===== config.mk =====
export PLATFORM = sky130hd
export DESIGN_NAME = mbldcm_avmm_master
export DESIGN_NICKNAME = d
export VERILOG_FILES = /design/src/rtl/mbldcm_pkg.sv /design/src/rtl/mbldcm_avmm_xfer.sv /design/src/rtl/mbldcm_avmm_master.sv
export SDC_FILE = /design/constraint.sdc
export NUM_CORES = 1
export LEC_CHECK = 0
export BUFFER_PORTS_ARGS = -buffer_cell sky130_fd_sc_hd__buf_2
export CORE_UTILIZATION = 30
export DETAILED_ROUTE_END_ITERATION = 10
export GPL_ROUTABILITY_DRIVEN = 0
export GPL_TIMING_DRIVEN = 0
export SLEW_MARGIN = 10
export SYNTH_ARGS = -nofsm -noshare
export SYNTH_HDL_FRONTEND = slang
export SYNTH_SLANG_ARGS = --single-unit

===== constraint.sdc =====
create_clock -name iClock -period 2.25 [get_ports iClock]
set_input_delay 0.225 -clock iClock [delete_from_list [all_inputs] [get_ports iClock]]
set_output_delay 0.225 -clock iClock [all_outputs]
set_load 0.01 [all_outputs]

===== src/rtl/mbldcm_pkg.sv =====
// mbldcm_pkg: shared addresses, command/error codes, status bits and FSM encoding for the AVMM master.
package mbldcm_pkg;
  localparam logic [1:0] ADDR_FREQ = 2'd0;
  localparam logic [1:0] ADDR_PHASE = 2'd1;
  localparam logic [1:0] ADDR_CTRL = 2'd2;
  localparam logic [1:0] ADDR_STAT = 2'd3;
  localparam logic [1:0] CMD_RUN = 2'd0;
  localparam logic [1:0] CMD_STOP = 2'd1;
  localparam logic [1:0] CMD_SETFREQ = 2'd2;
  localparam logic [1:0] CMD_RSVD = 2'd3;
  localparam logic [1:0] ERR_OK = 2'd0;
  localparam logic [1:0] ERR_RESP = 2'd1;
  localparam logic [1:0] ERR_TIMEOUT = 2'd2;
  localparam logic [1:0] ERR_DATA = 2'd3;
  localparam int STAT_STOP_BIT = 0;
  localparam int STAT_FREQ_BIT = 1;
  typedef enum logic [2:0] {IDLE, WR_FREQ, RD_FREQ, WR_CTRL, GAP, RD_STAT, FIN} state_t;
  // STOP waits for the stop flag, every other command waits for the frequency to be reflected
  function automatic logic [31:0] stat_mask(input logic [1:0] cmd);
    return 32'd1 << (cmd == CMD_STOP ? STAT_STOP_BIT : STAT_FREQ_BIT);
  endfunction
endpackage


===== src/rtl/mbldcm_avmm_xfer.sv =====
// mbldcm_avmm_xfer: Avalon-MM single-transfer handshake; request is held by the caller until done.
module mbldcm_avmm_xfer (
  input  logic        req,
  input  logic [1:0]  addr,
  input  logic [31:0] wdata,
  input  logic        rnw,
  output logic        done,
  output logic [31:0] rdata,
  output logic [1:0]  resp,
  output logic [1:0]  oAddr,
  output logic        oRead,
  output logic        oWrite,
  output logic [31:0] oWdata,
  input  logic [31:0] iRdata,
  input  logic [1:0]  iResp,
  input  logic        iWaitrequest
);
  assign oRead = req & rnw;
  assign oWrite = req & ~rnw;
  assign oAddr = addr;
  assign oWdata = wdata;
  assign done = req & ~iWaitrequest;
  assign rdata = iRdata;
  assign resp = iResp;
endmodule


===== src/rtl/mbldcm_avmm_master.sv =====
// mbldcm_avmm_master: sequences RUN/STOP/SETFREQ commands over Avalon-MM and polls Status.
// Define MBLDCM_AVMM_MASTER_READBACK_EN to read FreqTarget back after writing it.
module mbldcm_avmm_master
  import mbldcm_pkg::*;
#(
  parameter int POLL_GAP = 16,
  parameter int POLL_MAX = 1024
) (
  input  logic        iClock,
  input  logic        iReset,
  input  logic        iStart,
  input  logic [1:0]  iCmd,
  input  logic [31:0] iFreq,
  output logic        oBusy,
  output logic        oDone,
  output logic [1:0]  oErrCode,
  output logic [1:0]  oAddr,
  output logic        oRead,
  output logic        oWrite,
  output logic [31:0] oWdata,
  input  logic [31:0] iRdata,
  input  logic [1:0]  iResp,
  input  logic        iWaitrequest
);
  state_t state;
  logic req, rnw, xfer_done, resp_bad, stat_hit, poll_last;
  logic [1:0] addr, cmd, xfer_resp;
  logic [31:0] wdata, xfer_rdata;
  logic [15:0] poll_cnt, gap_cnt;
  assign resp_bad = xfer_resp != 2'd0;
  assign stat_hit = |(xfer_rdata & stat_mask(cmd));
  assign poll_last = poll_cnt + 16'd1 == 16'(POLL_MAX);
  mbldcm_avmm_xfer u_xfer (
    .req(req), .addr(addr), .wdata(wdata), .rnw(rnw),
    .done(xfer_done), .rdata(xfer_rdata), .resp(xfer_resp),
    .oAddr(oAddr), .oRead(oRead), .oWrite(oWrite), .oWdata(oWdata),
    .iRdata(iRdata), .iResp(iResp), .iWaitrequest(iWaitrequest)
  );
  always_ff @(posedge iClock or posedge iReset) begin
    if (iReset) begin
      state <= IDLE;
      req <= 1'b0;
      rnw <= 1'b0;
      addr <= '0;
      wdata <= '0;
      cmd <= '0;
      poll_cnt <= '0;
      gap_cnt <= '0;
      oBusy <= 1'b0;
      oDone <= 1'b0;
      oErrCode <= ERR_OK;
    end else begin
      oDone <= 1'b0;
      case (state)
        IDLE: if (iStart) begin
          oBusy <= 1'b1;
          oErrCode <= ERR_OK;
          cmd <= iCmd;
          poll_cnt <= '0;
          if (iCmd == CMD_RSVD) begin state <= FIN; oDone <= 1'b1; oErrCode <= ERR_DATA; end
          else if (iCmd == CMD_STOP) begin state <= WR_CTRL; req <= 1'b1; rnw <= 1'b0; addr <= ADDR_CTRL; wdata <= '0; end
          else begin state <= WR_FREQ; req <= 1'b1; rnw <= 1'b0; addr <= ADDR_FREQ; wdata <= iFreq; end
        end
        WR_FREQ: if (xfer_done) begin
          if (resp_bad) begin state <= FIN; req <= 1'b0; oDone <= 1'b1; oErrCode <= ERR_RESP; end
`ifdef MBLDCM_AVMM_MASTER_READBACK_EN
          else begin state <= RD_FREQ; rnw <= 1'b1; end
        end
        RD_FREQ: if (xfer_done) begin
          if (resp_bad) begin state <= FIN; req <= 1'b0; oDone <= 1'b1; oErrCode <= ERR_RESP; end
          else if (xfer_rdata != wdata) begin state <= FIN; req <= 1'b0; oDone <= 1'b1; oErrCode <= ERR_DATA; end
`endif
          else if (cmd == CMD_RUN) begin state <= WR_CTRL; rnw <= 1'b0; addr <= ADDR_CTRL; wdata <= 32'd1; end
          else begin state <= RD_STAT; rnw <= 1'b1; addr <= ADDR_STAT; end
        end
        WR_CTRL: if (xfer_done) begin
          if (resp_bad) begin state <= FIN; req <= 1'b0; oDone <= 1'b1; oErrCode <= ERR_RESP; end
          else begin state <= RD_STAT; rnw <= 1'b1; addr <= ADDR_STAT; wdata <= '0; end
        end
        RD_STAT: if (xfer_done) begin
          poll_cnt <= poll_cnt + 16'd1;
          if (resp_bad) begin state <= FIN; req <= 1'b0; oDone <= 1'b1; oErrCode <= ERR_RESP; end
          else if (stat_hit) begin state <= FIN; req <= 1'b0; oDone <= 1'b1; end
          else if (poll_last) begin state <= FIN; req <= 1'b0; oDone <= 1'b1; oErrCode <= ERR_TIMEOUT; end
          else if (POLL_GAP != 0) begin state <= GAP; req <= 1'b0; gap_cnt <= '0; end
        end
        GAP: begin
          gap_cnt <= gap_cnt + 16'd1;
          if (gap_cnt == 16'(POLL_GAP - 1)) begin state <= RD_STAT; req <= 1'b1; end
        end
        FIN: begin
          state <= IDLE;
          oBusy <= 1'b0;
        end
        default: state <= IDLE;
      endcase
    end
  end
endmodule


# After elaboration in Yosys (flattened, before gate mapping)
# Index checks and enable logic that the tools add are counted.
[totals]
word_cells = 142
output_inout_bits = 40
ff_bits = 77
[op_classes]
n_reduce_logical = 20
n_shift = 1
n_bitwise = 6
add_sub_neg = 2
mux = 76
eq_ne = 26
[op_table]
columns = ["cell", "count"]
rows = [
  ["32-bit two-way mux", 8],
  ["16-bit two-way mux", 6],
  ["32-bit case mux with 3 select lines", 1],
  ["16-bit case mux with 2 select lines", 2],
  ["2-bit two-way mux", 20],
  ["16-bit by 1-bit adder with 16-bit output, second input constant", 2],
  ["32-bit bitwise AND", 1],
  ["32-bit OR reduction", 1],
  ["1-bit by 1-bit << shifter with 32-bit output, first input constant", 1],
  ["1-bit two-way mux", 24],
  ["3-bit two-way mux", 8],
  ["7-bit AND reduction", 3],
  ["2-bit != test, second input constant", 9],
  ["16-bit by 11-bit equality test with 1-bit output, second input constant", 1],
  ["16-bit by 4-bit equality test with 1-bit output, second input constant", 1],
  ["3-bit case mux with 5 select lines", 1],
  ["2-bit case mux with 3 select lines", 2],
  ["2-bit by 1-bit != test with 1-bit output, second input constant", 5],
  ["5-bit AND reduction", 2],
  ["3-bit equality test, second input constant", 3],
  ["8-bit AND reduction", 1],
  ["2-bit nonzero test", 4],
  ["3-bit != test, second input constant", 2],
  ["1-bit case mux with 3 select lines", 2],
  ["15 further kinds", 21],
]

# Longest topological paths before layout
[logic_depth]
ltp_word = 9
depth_mapped = 9
mapped_depth_nobuf = 8

# Hierarchy
# From an unflattened synthesis, not the netlist that was laid out.
[hier_totals]
hier_cells = 525
area_unflattened_um2 = 4478.0
[by_module_without_submodules]
columns = ["mod", "area_per_inst_um2", "cells_per_inst", "instances"]
rows = [
  ["mbldcm_avmm_master", 3945.0, 454, 1],
  ["mbldcm_avmm_xfer", 533.0, 71, 1],
]

# Worst setup path after synthesis
# Ideal clock, no wire load.
[synth_path]
path_kind = "reg2reg"
startpoint = "register poll_cnt[7]"
endpoint = "register gap_cnt[5]"
synth_period_minus_slack_ps = 2227
path_buffers = 1
setup_time_ps = 124
setup_slack_ps = 23
t_arrival_ps = 2103
path_stages_with_launch = 9
cell_sequence = "dfrtp_1 > buf_2 > nand4_2 > or4_4 > mux2i_1 > nand3_1 > o2111ai_1 > and2_1 > a211o_1"
[synth_via]
elab_chain_cells = 4
[synth_rtl]
columns = ["element", "line_no", "source"]
rows = [
  ["from (decl)", "mbldcm_avmm_master.sv:29", "logic [15:0] poll_cnt, gap_cnt;"],
  ["from (signal assigned)", "mbldcm_avmm_master.sv:81", "poll_cnt <= poll_cnt + 16'd1;"],
  ["16-bit by 1-bit adder with 16-bit output", "mbldcm_avmm_master.sv:32", "assign poll_last = poll_cnt + 16'd1 == 16'(POLL_MAX);"],
  ["16-bit by 11-bit equality test with 1-bit output", "mbldcm_avmm_master.sv:32", ""],
  ["2-bit != test (no source line)", "n/a", ""],
  ["5-bit AND reduction (no source line)", "n/a", ""],
  ["to (signal assigned)", "mbldcm_avmm_master.sv:88", "gap_cnt <= gap_cnt + 16'd1;"],
  ["to (decl)", "mbldcm_avmm_master.sv:29", ""],
]
# No other way between the ends.
# A chain may end at the register's enable or synchronous reset.

# Worst setup path in the final report
[layout_path]
startpoint = "register poll_cnt[1]"
endpoint = "register gap_cnt[4]"
# The elaborated chain is that of the path after synthesis.

==> metrics.yaml <==
hpwl_um: 7350
start_kind: "flip-flop"
vias: 3697
wirelength_um: 10600
rows: 41
skew_ns: 0.00887
via_per_inst: 5.10
synth_seq_cells: 76
yosys-top-cells-area: "dfrtp_1 49%, nand2_1 9.3%, nand3_1 6.4%"
worstMarginPinSlew_ns: 0.711
overflow: 0
synthToLayoutAreaGrowth_pct: 33.7
syn_inst: 445
syn_area_per_cell_um2: 8.67
final_common_cell: "nand2_1"
htree_levels: 3
synth_top_area_share_pct: 49.3
comb_power_share_pct: 37.0
drive_gt1_share_pct: 30.0
nFillCells: 1250
top_level_ports: 112
synthesis.area_um2: 3860
grt_pass1_wl_um: 17000
violations: "setup timing"
slew_headroom_pct: 52.5
slew_viol_final: 0
grt_pass1_vias: 3438
final_cell_mix: "94 x nand2_1, 81 x buf_2, 69 x dfrtp_1"
min_period_ns: 2.32
status: "complete, but fails checks"
fin_ws_ns: -0.0726
antenna_cells: 0
max-cap-violations: 0
hold_violations: 0
crit_arrival_ns: 2.54
multi_input_area_um2: 2040
die-area_um2: 13300
fin_crit_sh_pct: 103
seq_area_frac_synth_pct: 49.3
tns_ns: -0.287
cp_max_fo: 6
start_util_pct: 30.7
wl_per_cell_um: 14.6
switchingPower_mw: 2.29
seq_area_um2: 1910
worstPathRequired_ns: 2.47
leakagePower_nw: 2.45
finalNetCount: 623
seq_power_share_pct: 37.2
clockRootBuffer: "clkbuf_16"
synth_edf_count: 0
yosysWarnings: 0
grt_max_degree: 42
finalSetupViolCount: 5
powerDensity_nw_per_um2: 1160
crit_path_end_kind: "flip-flop"
antenna_found_initial: 0
fmax_mhz: 431
drc: 0
dieWidth_um: 115
whs_ns: 0.110
insertion_delay_ns: 0.33
synth-main-ff-cell: "dfrtp_1"
synth_top_area_cell: "dfrtp_1"
grtUsageTotal_pct: 16.1
synth_nets: 519
clock_power_share_pct: 25.7
die_y_um: 115
rsz0062_at_grt: "yes"
cts.sinks: 76
drt_first_pass_iters: 6
core_area_um2: 12600
async_reset_ff_share_pct: 100
clk_pin_slew_ns: 0.06
peakVddDrop_mv: 0.620
io_buffer_count: 81
p_int_mw: 3.72
hold_path_class: "in2reg"
detail-route-antenna-nets: 0
yosysUniqueCellTypes: 48
critPathKind: "reg2reg"
cts_tree: "built"
clockBufferDepth: 2
detail_route.iter0.violations: 227
switching_share_pct: 38.1
cts-buffers-inserted: 9
[cell usage after synthesis (3+ instances only)]
| cell type | n |
|---|---|
| o31ai_1 | 5 |
| a211o_1 | 3 |
| xor2_1 | 9 |
| or2_2 | 3 |
| a21oi_1 | 13 |
| buf_2 | 3 |
| nor2_1 | 34 |
| a31oi_1 | 3 |
| clkbuf_1 | 20 |
| dfrtp_1 | 76 |
| nor4_1 | 7 |
| o21ai_0 | 33 |
| mux2i_1 | 5 |
| nor3_1 | 10 |
| inv_1 | 6 |
| nand3_1 | 49 |
| nor2b_1 | 5 |
| mux2_2 | 3 |
| nand2_1 | 96 |
| and2_1 | 5 |
| and3_1 | 8 |
| nand2b_1 | 4 |
| xnor2_1 | 7 |
| nand4_1 | 8 |
[repair_timing]
action / 4_1_cts / 5_1_grt
hold endpoints to repair: 35 / 0
hold buffers: 1 / 0
setup endpoints to repair: 58 / 63
resized for setup: 37 / 34
pin swaps: 14 / 7
setup buffers: 8 / 3
[through the flow]
step,util [%],std cells,setup slack [ns],power [mW],cell area (µm²)
global route,41.0,725,-0.138,6.43,5160
CTS,40.1,723,-0.0628,6.00,5040
floorplan,-,445,0.0234,3.54,3860
global placement,35.6,698,-0.936,4.25,4480
finish,41.0,725,-0.0726,6.01,5160
detailed placement,35.8,699,-0.483,4.34,4500
[power groups by stage]
stage	combinational, mW	clock, mW	sequential [mW]
2_1_floorplan	1.23	0	2.31
3_3_place_gp	2.06	0	2.20
3_5_place_dp	2.13	0	2.21
4_1_cts	2.22	1.57	2.21
5_1_grt	2.50	1.63	2.30
6_report	2.23	1.55	2.24
[cell families after synthesis]
kind of cell | share of synthesized area (%)
AND/OR/NAND/NOR | 29.0
flip-flops | 49.3
AO/OA/AOI/OAI | 12.2
buffers and inverters | 3.11
XOR/XNOR | 3.63
multiplexers | 2.17
adder cells (fa/ha/maj) | 0.649
[registers in the layout, summed over array words and instances (netlist names)]
| name | cells |
|---|---|
| oBusy | 1 |
| oErrCode | 2 |
| cmd | 2 |
| req | 1 |
| addr | 2 |
| poll_cnt | 16 |
| wdata | 32 |
| gap_cnt | 16 |
| oDone | 1 |
| state | 3 |
[area by class of cell]
class / instances / share of cell area (%)
Clock inverter: 4 / 1.43
Clock buffer: 11 / 4.71
Timing Repair Buffer: 94 / 10.3
Sequential cell: 76 / 37.1
Buffer: 23 / 2.38
Multi-Input combinational cell: 339 / 39.5
Tap cell: 172 / 4.17
Inverter: 6 / 0.485
[worst paths after layout]
kind	slack (ns)	cells after the start	start	endpoint
max	-0.07	9	poll_cnt[1]	gap_cnt[4]
min	0.11	3	iFreq[23]	wdata[23]
max reg2reg	-0.07	9	poll_cnt[1]	gap_cnt[4]
min reg2reg	0.46	2	wdata[1]	wdata[1]
max in group asynchronous	1.19	4	iReset	poll_cnt[9]
min in group asynchronous	0.47	3	iReset	wdata[26]
[routing by layer]
layer	routed length, µm	GRT usage (%)	vias up
met1	4890	22.6	1800
met3	547	3.37	9
met5	0	0	-
met4	114	5.02	0
met2	5070	24.7	114
li1	-	-	1774
[critical path: stages (launching register included)]
cell       delay, ns
dfrtp_1         0.40
ha_4            0.16
nand2_2         0.05
or4_4           0.49
mux2i_1         0.14
nand3_2         0.11
buf_6           0.12
o2111ai_4       0.20
and2_4          0.25
a211o_1         0.28
Power figures use the tool's default switching activity.
